===== src/rtl/mux16_rr_arbiter_if.sv =====
// Request/grant bundle between the requesters and the 16:1 mux arbiter.
// master: requester side (drives req). slave: arbiter side (drives gnt/sel/valid).
interface mux16_rr_arbiter_if #(
    parameter int unsigned N_REQ = 16,
    parameter int unsigned SEL_W = 4
);
    logic [N_REQ-1:0] req;
    logic [N_REQ-1:0] gnt;
    logic [SEL_W-1:0] sel;
    logic             valid;

    modport master (output req, input gnt, input sel, input valid);
    modport slave  (input req, output gnt, output sel, output valid);
endinterface


===== src/rtl/mux16_rr_arbiter.sv =====
// Round-robin arbiter in front of a 16:1 bit mux. Grants are registered and held
// while the owner keeps its request up; on release the pointer moves past the
// owner so the nearest requester above it wins, with no idle bubble.
// Optional feature: define ARB_TIMEOUT_EN to force rearbitration after HOLD_MAX
// consecutive owner cycles while another requester waits.
module mux16_rr_arbiter #(
    parameter int unsigned N_REQ    = 16,
    parameter int unsigned SEL_W    = 4
`ifdef ARB_TIMEOUT_EN
    ,
    parameter int unsigned HOLD_MAX = 8
`endif
) (
    input logic               clk,
    input logic               rst,
    mux16_rr_arbiter_if.slave bus
);

    typedef enum logic [0:0] {StIdle, StGrant} state_e;

    state_e           state_q, state_d;
    logic [N_REQ-1:0] gnt_q, gnt_d;
    logic [SEL_W-1:0] sel_q, sel_d;
    logic             valid_q, valid_d;
    logic [SEL_W-1:0] ptr_q, ptr_d;
`ifdef ARB_TIMEOUT_EN
    logic [7:0]       cnt_q, cnt_d;
`endif

    // Returns {found, index}: first set bit of r scanning start, start+1, ... wrapping.
    function automatic logic [SEL_W:0] rr_pick(input logic [N_REQ-1:0] r,
                                               input logic [SEL_W-1:0] start);
        logic             found;
        logic [SEL_W-1:0] idx;
        logic [SEL_W-1:0] pick;
        found = 1'b0;
        pick  = start;
        for (int i = 0; i < N_REQ; i++) begin
            idx = start + SEL_W'(i);
            if (!found && r[idx]) begin
                found = 1'b1;
                pick  = idx;
            end
        end
        return {found, pick};
    endfunction

    logic [N_REQ-1:0] owner_oh;
    logic [N_REQ-1:0] others;
    logic [SEL_W-1:0] next_ptr;
    logic [SEL_W:0]   idle_pick;
    logic [SEL_W:0]   hand_pick;

    // State register and registered outputs, synchronous reset.
    always_ff @(posedge clk) begin
        if (rst) begin
            state_q <= StIdle;
            gnt_q   <= '0;
            sel_q   <= '0;
            valid_q <= 1'b0;
            ptr_q   <= '0;
`ifdef ARB_TIMEOUT_EN
            cnt_q   <= '0;
`endif
        end else begin
            state_q <= state_d;
            gnt_q   <= gnt_d;
            sel_q   <= sel_d;
            valid_q <= valid_d;
            ptr_q   <= ptr_d;
`ifdef ARB_TIMEOUT_EN
            cnt_q   <= cnt_d;
`endif
        end
    end

    // Next-state: priority search from ptr in idle, exclusion search from owner+1 on handoff.
    always_comb begin
        state_d   = state_q;
        gnt_d     = gnt_q;
        sel_d     = sel_q;
        valid_d   = valid_q;
        ptr_d     = ptr_q;
`ifdef ARB_TIMEOUT_EN
        cnt_d     = cnt_q;
`endif
        owner_oh  = {{(N_REQ-1){1'b0}}, 1'b1} << sel_q;
        others    = bus.req & ~owner_oh;
        next_ptr  = sel_q + 1'b1;
        idle_pick = rr_pick(bus.req, ptr_q);
        hand_pick = rr_pick(others, next_ptr);

        unique case (state_q)
            StIdle: begin
                if (idle_pick[SEL_W]) begin
                    gnt_d   = {{(N_REQ-1){1'b0}}, 1'b1} << idle_pick[SEL_W-1:0];
                    sel_d   = idle_pick[SEL_W-1:0];
                    valid_d = 1'b1;
                    state_d = StGrant;
`ifdef ARB_TIMEOUT_EN
                    cnt_d   = '0;
`endif
                end
            end
            StGrant: begin
                if (bus.req[sel_q]) begin
`ifdef ARB_TIMEOUT_EN
                    if (cnt_q == 8'(HOLD_MAX - 1)) begin
                        // Saturated: hand off only if someone else is waiting.
                        if (hand_pick[SEL_W]) begin
                            ptr_d = next_ptr;
                            gnt_d = {{(N_REQ-1){1'b0}}, 1'b1} << hand_pick[SEL_W-1:0];
                            sel_d = hand_pick[SEL_W-1:0];
                            cnt_d = '0;
                        end
                    end else begin
                        cnt_d = cnt_q + 8'd1;
                    end
`endif
                end else begin
                    ptr_d = next_ptr;
                    if (hand_pick[SEL_W]) begin
                        gnt_d = {{(N_REQ-1){1'b0}}, 1'b1} << hand_pick[SEL_W-1:0];
                        sel_d = hand_pick[SEL_W-1:0];
`ifdef ARB_TIMEOUT_EN
                        cnt_d = '0;
`endif
                    end else begin
                        // sel keeps its last value so the mux select does not move.
                        gnt_d   = '0;
                        valid_d = 1'b0;
                        state_d = StIdle;
                    end
                end
            end
            default: state_d = StIdle;
        endcase
    end

    // Outputs come straight from registers so the mux select is glitch-free.
    always_comb begin
        bus.gnt   = gnt_q;
        bus.sel   = sel_q;
        bus.valid = valid_q;
    end

endmodule

===== src/flat_wrapper.sv =====
// flat-port wrapper written by rule: the top's interface ports become plain ports
module mux16_rr_arbiter_flat 
#(
    parameter int unsigned N_REQ    = 16,
    parameter int unsigned SEL_W    = 4

)
  (clk, rst, bus_req, bus_gnt, bus_sel, bus_valid);
  mux16_rr_arbiter_if #(.N_REQ(N_REQ), .SEL_W(SEL_W)) bus_i ();
  input logic clk;
  input logic rst;
  input wire logic [$bits(bus_i.req)-1:0] bus_req;
  output wire logic [$bits(bus_i.gnt)-1:0] bus_gnt;
  output wire logic [$bits(bus_i.sel)-1:0] bus_sel;
  output wire logic [$bits(bus_i.valid)-1:0] bus_valid;
  assign bus_i.req = bus_req;
  assign bus_gnt = bus_i.gnt;
  assign bus_sel = bus_i.sel;
  assign bus_valid = bus_i.valid;
  mux16_rr_arbiter #(.N_REQ(N_REQ), .SEL_W(SEL_W)) u_core (.clk(clk), .rst(rst), .bus(bus_i));
endmodule

===== config.mk =====
export PLATFORM = sky130hd
export DESIGN_NAME = mux16_rr_arbiter_flat
export DESIGN_NICKNAME = d
export VERILOG_FILES = /design/src/rtl/mux16_rr_arbiter_if.sv /design/src/rtl/mux16_rr_arbiter.sv /design/src/flat_wrapper.sv
export SDC_FILE = /design/constraint.sdc
export NUM_CORES = 1
export LEC_CHECK = 0
export BUFFER_PORTS_ARGS = -buffer_cell sky130_fd_sc_hd__buf_2
export CORE_UTILIZATION = 41
export CTS_CLUSTER_SIZE = 12
export DETAILED_ROUTE_END_ITERATION = 16
export SYNTH_ARGS = -nofsm -noshare
export SYNTH_HDL_FRONTEND = slang
export SYNTH_SLANG_ARGS = --single-unit

===== constraint.sdc =====
create_clock -name clk -period 17.8 [get_ports clk]
set_input_delay 4.45 -clock clk [delete_from_list [all_inputs] [get_ports clk]]
set_output_delay 4.45 -clock clk [all_outputs]
set_load 0.01 [all_outputs]

# After elaboration in Yosys (flattened, before gate mapping)
# Index checks and enable logic that the tools add are counted.
[op_classes] add_sub_neg=31 magnitude_cmp=33 eq_ne=4 shifts=3 n_mux=144 bitwise_logic=4 n_reduce_logical=64
[op_table] cell="$lt A4 B5 Y1 const B" count=33
[op_table] cell="$bmux W1 S4" count=33
[op_table] cell="$mux W4" count=33
[op_table] cell="$mux W1" count=71
[op_table] cell="$add A4 B4 Y4 const B" count=16
[op_table] cell="$mux W16" count=3
[op_table] cell="$shl A1 B4 Y16 const A" count=3
[op_table] cell="$add A4 B3 Y4 const B" count=8
[op_table] cell="$pmux W16 S2" count=1
[op_table] cell="$logic_and A1 B1 Y1" count=30
[op_table] cell="$logic_not A1 Y1" count=30
[op_table] cell="$add A4 B2 Y4 const B" count=4
[op_table] cell="$and A16 B16 Y16" count=1
[op_table] cell="$not A16 Y16" count=1
[op_table] cell="$add A4 B1 Y4 const B" count=3
[op_table] cell="$pmux W4 S2" count=1
[op_table] cell="$ne A2 B2 Y1 const B" count=3
[op_table] cell="$reduce_and A3 Y1" count=2
[op_table] cell="$pmux W1 S2" count=2
[op_table] cell="$reduce_and A2 Y1" count=2
[op_table] cell="$ne A2 B1 Y1 const B" count=1
[op_table] cell="$not A1 Y1" count=2
[word_totals] register_bits=26 out_inout_bits=21 wordCells=288

# Depth between registers and ports, before layout
# Gate-level depths: netlist of the first run.
[depth] depth_word=55 ltp_mapped=22

# Worst setup path before layout of the first run
# No wires, ideal clock.
[synth_timing] kind="input-to-reg" startpoint="input port bus_req[4]" endpoint="register u_core.gnt_q[7], in the netlist u_core.bus.gnt[7]" setup_ns=0.071 arrival_ns=7.749 required_ns=17.729 setup_slack_ns=9.980 stages=12 path_cell_list="clkbuf_1 > and2_1 > a32o_1 > mux4_2 > mux2i_4 > o2111ai_4 > or4_4 > o32ai_2 > and3b_1 > buf_2 > or4b_1 > o2bb2ai_1"
[synth_via] elab_chain_cells=53
[synth_lines] item="start: declaration" line_no="flat_wrapper.sv:12" source="input wire logic [$bits(bus_i.req)-1:0] bus_req;"
[synth_lines] item="$and A16 B16 Y16" line_no="mux16_rr_arbiter.sv:88" source="others = bus.req & ~owner_oh;"
[synth_lines] item="$bmux W1 S4" line_no="mux16_rr_arbiter.sv:40" source="if (!found && r[idx]) begin"
[synth_lines] item="$mux W1 (not written as such)" line_no="mux16_rr_arbiter.sv:40"
[synth_lines] item="$mux W1" line_no="mux16_rr_arbiter.sv:40"
[synth_lines] item="$logic_not A1 Y1" line_no="mux16_rr_arbiter.sv:40"
[synth_lines] item="$logic_and A1 B1 Y1" line_no="mux16_rr_arbiter.sv:40"
[synth_lines] item="$mux W1" line_no="mux16_rr_arbiter.sv:40"
[synth_lines] item="$logic_not A1 Y1" line_no="mux16_rr_arbiter.sv:40"
[synth_lines] item="(+37 left out)"
[synth_lines] item="$mux W1" line_no="mux16_rr_arbiter.sv:40"
[synth_lines] item="$logic_not A1 Y1" line_no="mux16_rr_arbiter.sv:40"
[synth_lines] item="$logic_and A1 B1 Y1" line_no="mux16_rr_arbiter.sv:40"
[synth_lines] item="$mux W4" line_no="mux16_rr_arbiter.sv:40"
[synth_lines] item="$shl A1 B4 Y16" line_no="mux16_rr_arbiter.sv:123" source="gnt_d = {{(N_REQ-1){1'b0}}, 1'b1} << hand_pick[SEL_W-1:0];"
[synth_lines] item="$mux W16" line_no="mux16_rr_arbiter.sv:122" source="if (hand_pick[SEL_W]) begin"
[synth_lines] item="$mux W16" line_no="mux16_rr_arbiter.sv:106" source="if (bus.req[sel_q]) begin"
[synth_lines] item="$pmux W16 S2" line_no="mux16_rr_arbiter.sv:93" source="unique case (state_q)"
[synth_lines] item="end signal: assignment" line_no="mux16_rr_arbiter.sv:67" source="gnt_q <= gnt_d;"
[synth_lines] item="end: declaration" line_no="mux16_rr_arbiter.sv:22" source="logic [N_REQ-1:0] gnt_q, gnt_d;"
# Several ways; a longest one is shown, not always the timed one. The select of a mux whose other input is x is not followed.
# A chain may end at the register's enable or synchronous reset.

# Worst setup path after layout of the first run
[layout_timing] startpoint="input port bus_req[7]" endpoint="register u_core.sel_q[2], in the netlist u_core.bus.sel[2]"
[layout_via] elab_chain_cells=52
[layout_lines] item="$and A16 B16 Y16" line_no="mux16_rr_arbiter.sv:88"
[layout_lines] item="$bmux W1 S4" line_no="mux16_rr_arbiter.sv:40"
[layout_lines] item="$mux W1 (not written as such)" line_no="mux16_rr_arbiter.sv:40"
[layout_lines] item="$mux W1" line_no="mux16_rr_arbiter.sv:40"
[layout_lines] item="$logic_not A1 Y1" line_no="mux16_rr_arbiter.sv:40"
[layout_lines] item="$logic_and A1 B1 Y1" line_no="mux16_rr_arbiter.sv:40"
[layout_lines] item="$mux W1" line_no="mux16_rr_arbiter.sv:40"
[layout_lines] item="$logic_not A1 Y1" line_no="mux16_rr_arbiter.sv:40"
[layout_lines] item="(+36 left out)"
[layout_lines] item="$logic_and A1 B1 Y1" line_no="mux16_rr_arbiter.sv:40"
[layout_lines] item="$mux W1" line_no="mux16_rr_arbiter.sv:40"
[layout_lines] item="$logic_not A1 Y1" line_no="mux16_rr_arbiter.sv:40"
[layout_lines] item="$logic_and A1 B1 Y1" line_no="mux16_rr_arbiter.sv:40"
[layout_lines] item="$mux W4" line_no="mux16_rr_arbiter.sv:40"
[layout_lines] item="$mux W4" line_no="mux16_rr_arbiter.sv:122"
[layout_lines] item="$mux W4" line_no="mux16_rr_arbiter.sv:106"
[layout_lines] item="$pmux W4 S2" line_no="mux16_rr_arbiter.sv:93"
[layout_lines] item="end signal: assignment" line_no="mux16_rr_arbiter.sv:68" source="sel_q <= sel_d;"
[layout_lines] item="end: declaration" line_no="mux16_rr_arbiter.sv:23" source="logic [SEL_W-1:0] sel_q, sel_d;"
# Several ways; a longest one is shown, not always the timed one. The select of a mux whose other input is x is not followed.

==> impl_metrics.py, run 1 <==
metrics = {
    "status": {
        "status": "completed",
    },
    "floorplanning": {
        "die_h_um": 135,
        "core_area_um2": 17200,
        "dieArea_um2": 18100,
        "io_pins": 39,
        "die_w_um": 135,
        "initial_utilization": 0.418,
        "rows": 48,
    },
    "clock_tree": {
        "cts_buffer_depth": 2,
        "cts.sinks": 26,
        "post_cts_buffers": 0,
        "cts.hold.buffers_added": 0,
        "clk_latency_ns": 0.26,
        "cts_tree": "yes",
        "path_clk_slew_ns": 0.07,
        "cts_resized": 0,
        "cts_buffers": 3,
        "h-tree-depth": 1,
        "cts_root_buffer": "clkbuf_16",
    },
    "logic_synthesis": {
        "yosysUniqueCellTypes": 104,
        "synth_area_um2": 7210,
        "async_flop_share": 0,
        "yosysWarningCount": 0,
        "synth_edf_count": 0,
        "yosysSeqAreaShare": 0.0722,
        "synth_fp_nets": 962,
        "syn_area_per_cell_um2": 7.81,
        "yosys_most_used_dff": "dfxtp_1",
        "netlist_instances": 924,
        "ys_ff_latch": 26,
    },
    "drt": {
        "wirelength_um": 26900,
        "drt_first_pass_iters": 6,
        "vias": 8118,
        "topRoutingLayerUsed": "met4",
        "wl_met2_um": 12500,
        "routed_via_density": 7.17,
        "post-route-drc-count": 0,
        "wl_met3_um": 2230,
        "ant_nets": 0,
        "wl_per_cell_um": 23.8,
        "drt_iter0_drc": 1072,
        "wl_met1_um": 11000,
    },
    "timing": {
        "finClkSkew_ns": 0.00200,
        "period_minus_slack_ns": 8.52,
        "max_freq_mhz": 117,
        "layout_setup_ws_ns": 9.28,
        "rsz0062_at_grt": "no",
        "tightest_slew_ns": 1.19,
        "maxSlewViolCount": 0,
        "fin_setup_tns_ns": 0,
        "hold_viol_final": 0,
        "fin_crit_sh": 0.478,
        "setup_viol": 0,
        "relSlewSlack": 0.196,
    },
    "worst_setup_path": {
        "start_kind": "primary input",
        "cp.required_ns": 17.96,
        "crit_path_end_kind": "flip-flop",
        "arrival_ns": 8.68,
        "cp_max_fo": 15,
        "path_class": "primary input to flip-flop",
    },
    "cells_and_area": {
        "fin_nets": 947,
        "layout_common_cells": "nor2_1, nand2_1, o21ai_0",
        "diodes": 0,
        "final_common_cell": "nor2_1",
        "area_growth_pct": 4.08,
        "fin_cells": 1133,
        "drive_gt1_frac": 0.169,
        "final_util": 0.436,
    },
    "hold_path": {
        "hp-class": "flip-flop to flip-flop",
    },
    "placement": {
        "place_ws_ns": 9.15,
        "portBuffers": 38,
        "dp_hpwl_um": 20000,
        "gp_congestion": 1.00,
        "placedCellCount": 1129,
    },
    "flow_run": {
        "drv_cap": 0,
    },
    "grt": {
        "grt.total_usage": 0.296,
        "grt_max_degree": 56,
        "grt_pass1_wl_um": 42200,
        "grt_pass1_vias": 7580,
        "grt_overflow": 0,
        "antenna_found_initial": 0,
    },
}
synthesized netlist by cell type (20+ instances only):
cell,instances,share of area
o22ai_1,26,0.023
dfxtp_1,26,0.072
clkbuf_1,40,0.021
mux4_2,40,0.12
mux2_2,23,0.036
nor2_1,78,0.041
mux2i_1,36,0.050
inv_1,26,0.014
nand3_1,28,0.019
ha_1,20,0.035
o211ai_1,24,0.025
nand2_1,70,0.036
a21oi_1,38,0.026
nor3_1,23,0.016
o21ai_0,44,0.031
worst max-delay path: stages:
cell      delay [ns]
buf_2           0.18
inv_1           0.09
o32ai_1         0.67
o22ai_1         0.23
nor4_1          0.99
o21ai_0         0.30
a311oi_1        0.45
a21oi_1         0.12
o221ai_1        0.24
and3b_1         0.52
o21ai_0         0.18
a41o_1          0.25
state kept, by name (all words and copies together), names as in the netlist:
register / flops
u_core.bus.gnt: 16
u_core.bus.valid: 1
u_core.bus.sel: 4
u_core.state_q: 1
u_core.ptr_q: 4
kinds of logic (layout without fill, tap and decap cells):
logic type | Yosys count | count (layout) | share of synthesized area
and+or+nand+nor | 337 | 337 | 0.258
AOI/OAI and AO/OA | 318 | 318 | 0.324
muxes | 101 | 101 | 0.216
buffers and inverters | 98 | 82 | 0.0631
DFF | 26 | 26 | 0.0722
xor gates and xnor gates | 24 | 24 | 0.0330
adders and majority gates | 20 | 20 | 0.0347
worst paths after layout:
| path | start | depth (start not counted) | to | slack (ns) |
|---|---|---|---|---|
| worst max-delay path | bus_req[7] | 12 | u_core.bus.sel[2] | 9.28 |
| worst min register to register | u_core.bus.valid | 2 | u_core.bus.valid | 0.52 |
| worst max register to register | u_core.bus.sel[2] | 16 | u_core.bus.gnt[14] | 10.45 |
| worst min-delay path | u_core.bus.valid | 2 | u_core.bus.valid | 0.52 |
layout make-up:
class | instances | area, um^2
Fill cell | 1748 | 9730
Inverter | 30 | 113
Timing Repair Buffer | 48 | 265
Tap cell | 225 | 282
Multi-Input combinational cell | 800 | 6240
Sequential cell | 26 | 522
Clock buffer | 4 | 88.8
metal layers:
metal / track usage / vias to the layer above
li1: - / 3654
met1: 0.391 / 3869
met2: 0.483 / 497
met3: 0.0334 / 98
met4: 0.135 / 0
met5: 0 / -
through the flow:
stage / hold WS [ns] / area, um^2
5_1_grt: 0.550 / 7510
6_report: 0.516 / 7510
2_1_floorplan: 0.499 / 7210
4_1_cts: 0.515 / 7510
3_3_place_gp: 0.498 / 7420
3_5_place_dp: 0.504 / 7420
Power of run 1 is not shown: default switching activity piles up to over one toggle a cycle in this logic, so the estimate is an artifact.
==> inputs of run 2 (changes only) <==
Settings changed: ABC_AREA set to 1.
Clock period 17.8 ns to 6.9 ns, I/O delays scaled along.
==> run 2 against run 1 <==
Non-clock buffer count is 4 lower. Global-route usage is 2.9 points lower. Sequential cell count stayed put. Largest cell class unchanged.
==> impl_metrics.py, run 2 <==
metrics = {
    "flow_run": {
        "drv_cap": 0,
    },
    "grt": {
        "grt_pass1_wl_um": 30900,
        "grt_max_degree": 33,
        "antenna_found_initial": 0,
        "grt_overflow": 0,
        "grt.total_usage": 0.267,
        "grt_pass1_vias": 6361,
    },
    "floorplanning": {
        "dieArea_um2": 14200,
        "die_h_um": 119,
        "core_area_um2": 13300,
        "initial_utilization": 0.423,
        "io_pins": 39,
        "rows": 42,
        "die_w_um": 119,
    },
    "logic_synthesis": {
        "ys_ff_latch": 26,
        "yosysTopAreaCellShare": 0.225,
        "yosysSeqAreaShare": 0.0923,
        "synth_most_common_cell": "nand2_1",
        "synthTopCellsByArea": "nand2_1, nand3_1, dfxtp_1",
        "synthTopCellsByCount": "nand2_1, nand3_1, inv_1",
        "netlist_instances": 1077,
        "syn_area_per_cell_um2": 5.24,
        "async_flop_share": 0,
        "yosysTopAreaCell": "nand2_1",
        "synth_edf_count": 0,
        "synth_fp_nets": 1115,
        "yosysUniqueCellTypes": 43,
        "yosys_most_used_dff": "dfxtp_1",
        "synth_area_um2": 5640,
        "yosysWarningCount": 0,
    },
    "drt": {
        "vias": 6838,
        "drt_first_pass_iters": 5,
        "wirelength_um": 18800,
        "post-route-drc-count": 0,
        "drt_iter0_drc": 578,
        "routed_via_density": 5.41,
        "ant_nets": 0,
        "wl_per_cell_um": 14.9,
    },
    "clock_tree": {
        "cts.sinks": 26,
        "h-tree-depth": 1,
        "clk_latency_ns": 0.27,
        "cts_buffer_depth": 2,
        "cts_tree": "yes",
        "cts.hold.buffers_added": 0,
        "post_cts_buffers": 0,
        "cts_root_buffer": "clkbuf_16",
        "path_clk_slew_ns": 0.07,
        "cts_resized": 0,
        "cts_buffers": 3,
    },
    "cells_and_area": {
        "diodes": 0,
        "layout_common_cells": "nand2_1, nand3_1, inv_1",
        "drive_gt1_frac": 0.100,
        "area_growth_pct": 5.94,
        "fin_nets": 1126,
        "largest_reg_flops": 16,
        "final_util": 0.448,
        "final_common_cell": "nand2_1",
    },
    "worst_setup_path": {
        "start_kind": "flip-flop",
        "worst-path-buf-inv": 2,
        "cp_max_fo": 14,
        "cp_slowest_cell": "ha_1",
        "crit_path_end_kind": "flip-flop",
        "slowest_delay_ns": 0.59,
        "crit_family": "simple AND/OR/NAND/NOR gates",
        "cp.required_ns": 7.10,
        "path_common_cell": "nand2_1",
        "path_class": "flip-flop to flip-flop",
        "arrival_ns": 5.63,
    },
    "timing": {
        "finClkSkew_ns": 0.00734,
        "tightest_slew_ns": 0.960,
        "fin_setup_tns_ns": 0,
        "fin_crit_sh": 0.787,
        "max_freq_mhz": 184,
        "maxSlewViolCount": 0,
        "setup_viol": 0,
        "period_minus_slack_ns": 5.43,
        "relSlewSlack": 0.357,
        "rsz0062_at_grt": "no",
        "layout_setup_ws_ns": 1.47,
        "hold_viol_final": 0,
    },
    "placement": {
        "dp_hpwl_um": 14600,
        "portBuffers": 38,
        "place_ws_ns": 1.61,
        "gp_congestion": 0.929,
    },
    "hold_path": {
        "hp-class": "flip-flop to flip-flop",
    },
    "status": {
        "status": "completed",
    },
}
## run 2: cell count changes after synthesis, moves of 22 or more
cell      change
o22ai_1      -24
nand2_1     +268
mux4_2       -40
mux2i_1      -36
nand3_1     +217
nor3_1       -22
o211ai_1     -22
inv_1        +90
mux2_2       -23
clkbuf_1     -29
## run 2: kinds of logic after synthesis
| logic type | Yosys count | share of synthesized area |
|---|---|---|
| and+or+nand+nor | 702 | 0.564 |
| DFF | 26 | 0.0923 |
| xor gates and xnor gates | 17 | 0.0337 |
| buffers and inverters | 173 | 0.130 |
| AOI/OAI and AO/OA | 139 | 0.135 |
| adders and majority gates | 20 | 0.0444 |
## run 2: layout make-up
cell class / count / area (um^2)
flip-flops and latches: 26 / 520
repair buffers: 44 / 235
multi-input cells: 878 / 4390
clock buffers: 3 / 75.1
well taps: 176 / 220
clock inverters: 1 / 30.0
inverters: 135 / 509
fillers: 1572 / 7370
## run 2: tightest hold or removal path: stages, from the launching register on
cell	delay [ns]
dfxtp_1	0.32
o21ai_0	0.07
a21oi_1	0.06
## run 2: routing by layer
metal	share of wire	wire, um	track usage	vias up
met3	0.047	875	0.0172	52
li1	-	-	-	3560
met5	0	0	0	-
met1	0.45	8470	0.344	3012
met2	0.46	8700	0.456	214
met4	0.039	724	0.118	0
## run 2: final timing paths
kind | end | slack (ns) | cells past startpoint | start
max | u_core.bus.gnt[12] | 1.47 | 27 | u_core.bus.sel[0]
min | u_core.bus.valid | 0.50 | 2 | u_core.bus.valid
max reg2reg | u_core.bus.gnt[12] | 1.47 | 27 | u_core.bus.sel[0]
min reg2reg | u_core.bus.valid | 0.50 | 2 | u_core.bus.valid
## run 2: per-stage QoR
| step | hold WS, ns | std cells | cell area (um^2) |
|---|---|---|---|
| after floorplan | 0.488 | 1077 | 5640 |
| after global placement | 0.497 | 1259 | 5870 |
| after detailed placement | 0.505 | 1259 | 5870 |
| after CTS | 0.515 | 1263 | 5980 |
| after global routing | 0.515 | 1263 | 5980 |
| final | 0.501 | 1263 | 5980 |
Power of run 2 is left out for the same reason.
==> inputs of run 3 (changes only) <==
Clock period 6.9 ns to 5.01 ns, I/O delays scaled along.
==> run 3 against run 2 <==
Non-clock buffer count grew 17. Worst setup slack lost 0.88 ns. Via count grew 0.42%. Fmax grew 23%. Die area is the same. Utilization grew 0.96 points. First-iteration DRC count shrank 6.7%. Sequential cell count is the same. Global-route usage shrank 0.76 points. Cell area grew 2.1%. Routed wire length shrank 2.1%.
==> impl_metrics.py, run 3 (synthesis gave the netlist of run 2 again) <==
metrics = {
    "status": {
        "status": "completed",
    },
    "hold_path": {
        "holdPathEnd": "u_core.bus.valid",
        "hp-class": "flip-flop to flip-flop",
        "hp-start": "u_core.bus.valid",
        "hold_depth": 2,
    },
    "drt": {
        "ant_nets": 0,
        "drt_first_pass_iters": 8,
        "routed_via_density": 5.36,
        "wl_per_cell_um": 14.4,
        "vias": 6867,
        "wl_met1_um": 8570,
        "wl_met2_um": 8500,
        "topRoutingLayerUsed": "met4",
        "drt_iter0_drc": 539,
        "wirelength_um": 18400,
        "post-route-drc-count": 0,
        "wl_met3_um": 895,
    },
    "worst_setup_path": {
        "cp_max_fo": 6,
        "worstReg2RegStart": "u_core.bus.sel[0]",
        "arrival_ns": 4.63,
        "cp.required_ns": 5.21,
        "worst-r2r-cell-count": 26,
        "r2r_end": "u_core.bus.gnt[14]",
        "crit_path_end_kind": "flip-flop",
        "path_class": "flip-flop to flip-flop",
        "start_kind": "flip-flop",
        "r2r_slack_ns": 0.58,
    },
    "placement": {
        "portBuffers": 38,
        "gp_congestion": 0.945,
        "dp_hpwl_um": 14500,
    },
    "floorplanning": {
        "rows": 42,
        "dieArea_um2": 14200,
        "initial_utilization": 0.423,
        "die_w_um": 119,
        "io_pins": 39,
        "core_area_um2": 13300,
        "die_h_um": 119,
    },
    "timing": {
        "relSlewSlack": 0.331,
        "whs_ns": 0.514,
        "setup_viol": 0,
        "maxSlewViolCount": 0,
        "hold_viol_final": 0,
        "fin_crit_sh": 0.884,
        "max_freq_mhz": 226,
        "fin_setup_tns_ns": 0,
        "period_minus_slack_ns": 4.43,
        "finClkSkew_ns": 0.00944,
        "rsz0062_at_grt": "no",
        "tightest_slew_ns": 0.999,
    },
    "clock_tree": {
        "cts.hold.buffers_added": 0,
        "cts.sinks": 26,
        "cts_buffer_depth": 2,
        "post_cts_buffers": 0,
        "cts_root_buffer": "clkbuf_16",
        "h-tree-depth": 1,
        "cts_buffers": 3,
        "path_clk_slew_ns": 0.07,
        "cts_tree": "yes",
        "cts_resized": 0,
        "clk_latency_ns": 0.26,
    },
    "cells_and_area": {
        "drive_gt1_frac": 0.114,
        "final_util": 0.457,
        "fin_nets": 1143,
        "layout_common_cells": "nand2_1, nand3_1, inv_1",
        "largest_reg_flops": 16,
        "n_fill_cell": 1528,
        "diodes": 0,
        "area_growth_pct": 8.21,
        "final_common_cell": "nand2_1",
    },
    "grt": {
        "grt_pass1_vias": 6230,
        "antenna_found_initial": 0,
        "grt_pass1_wl_um": 30200,
        "grt.total_usage": 0.259,
        "grt_overflow": 0,
        "grt_max_degree": 40,
    },
    "flow_run": {
        "drv_cap": 0,
    },
}
run 3: per-stage QoR:
step | setup WS (ns) | area, um^2 | instances
after floorplan | 0.732 | 5640 | 1077
after global placement | 0.594 | 6000 | 1276
after detailed placement | 0.590 | 6000 | 1276
after CTS | 0.653 | 6100 | 1280
after global routing | 0.0992 | 6100 | 1280
final | 0.583 | 6100 | 1280
run 3: worst max-delay path, cell delays in order (launching register included):
cell	delay, ns
dfxtp_1	0.33
ha_1	0.23
ha_1	0.31
clkinv_1	0.07
ha_1	0.31
nand2_1	0.11
o21ai_1	0.47
nand3_1	0.14
nand2_1	0.16
nand2_2	0.07
nor2_2	0.11
nand2_2	0.07
nor2_4	0.09
nand3_2	0.10
nor2_4	0.16
nand4_4	0.12
nor2_4	0.15
nand3_1	0.20
o21ai_0	0.15
inv_1	0.05
nand2_1	0.06
nand3_1	0.06
nand2_1	0.16
nand2_1	0.17
nor2_1	0.20
nand4_1	0.15
a21oi_1	0.16
run 3: worst max path at each step:
stage               cells after the start            endpoint  slack, ns         startpoint
floorplan                              28  u_core.bus.gnt[10]       0.73  u_core.bus.sel[0]
global placement                       21   u_core.bus.gnt[8]       0.59         bus_req[6]
detailed placement                     21  u_core.bus.gnt[15]       0.59         bus_req[9]
CTS                                    26  u_core.bus.gnt[14]       0.65  u_core.bus.sel[0]
global route                           29   u_core.bus.gnt[0]        0.1  u_core.bus.sel[0]
finish                                 26  u_core.bus.gnt[14]       0.58  u_core.bus.sel[0]
run 3: final cells by class:
type	count	area, um^2	share of cell area
Timing Repair Buffer	61	363	0.0595
Tap cell	176	220	0.0361
Multi-Input combinational cell	878	4390	0.719
Inverter	135	509	0.0834
Clock buffer	3	75.1	0.0123
Clock inverter	1	30.0	0.00492
Sequential cell	26	520	0.0853
run 3: metal layers:
layer	up-vias	GRT usage
li1	3587	-
met1	3053	0.350
met2	199	0.440
met3	28	0.0182
met4	0	0.0773
met5	-	0
Power of run 3 is left out for the same reason.
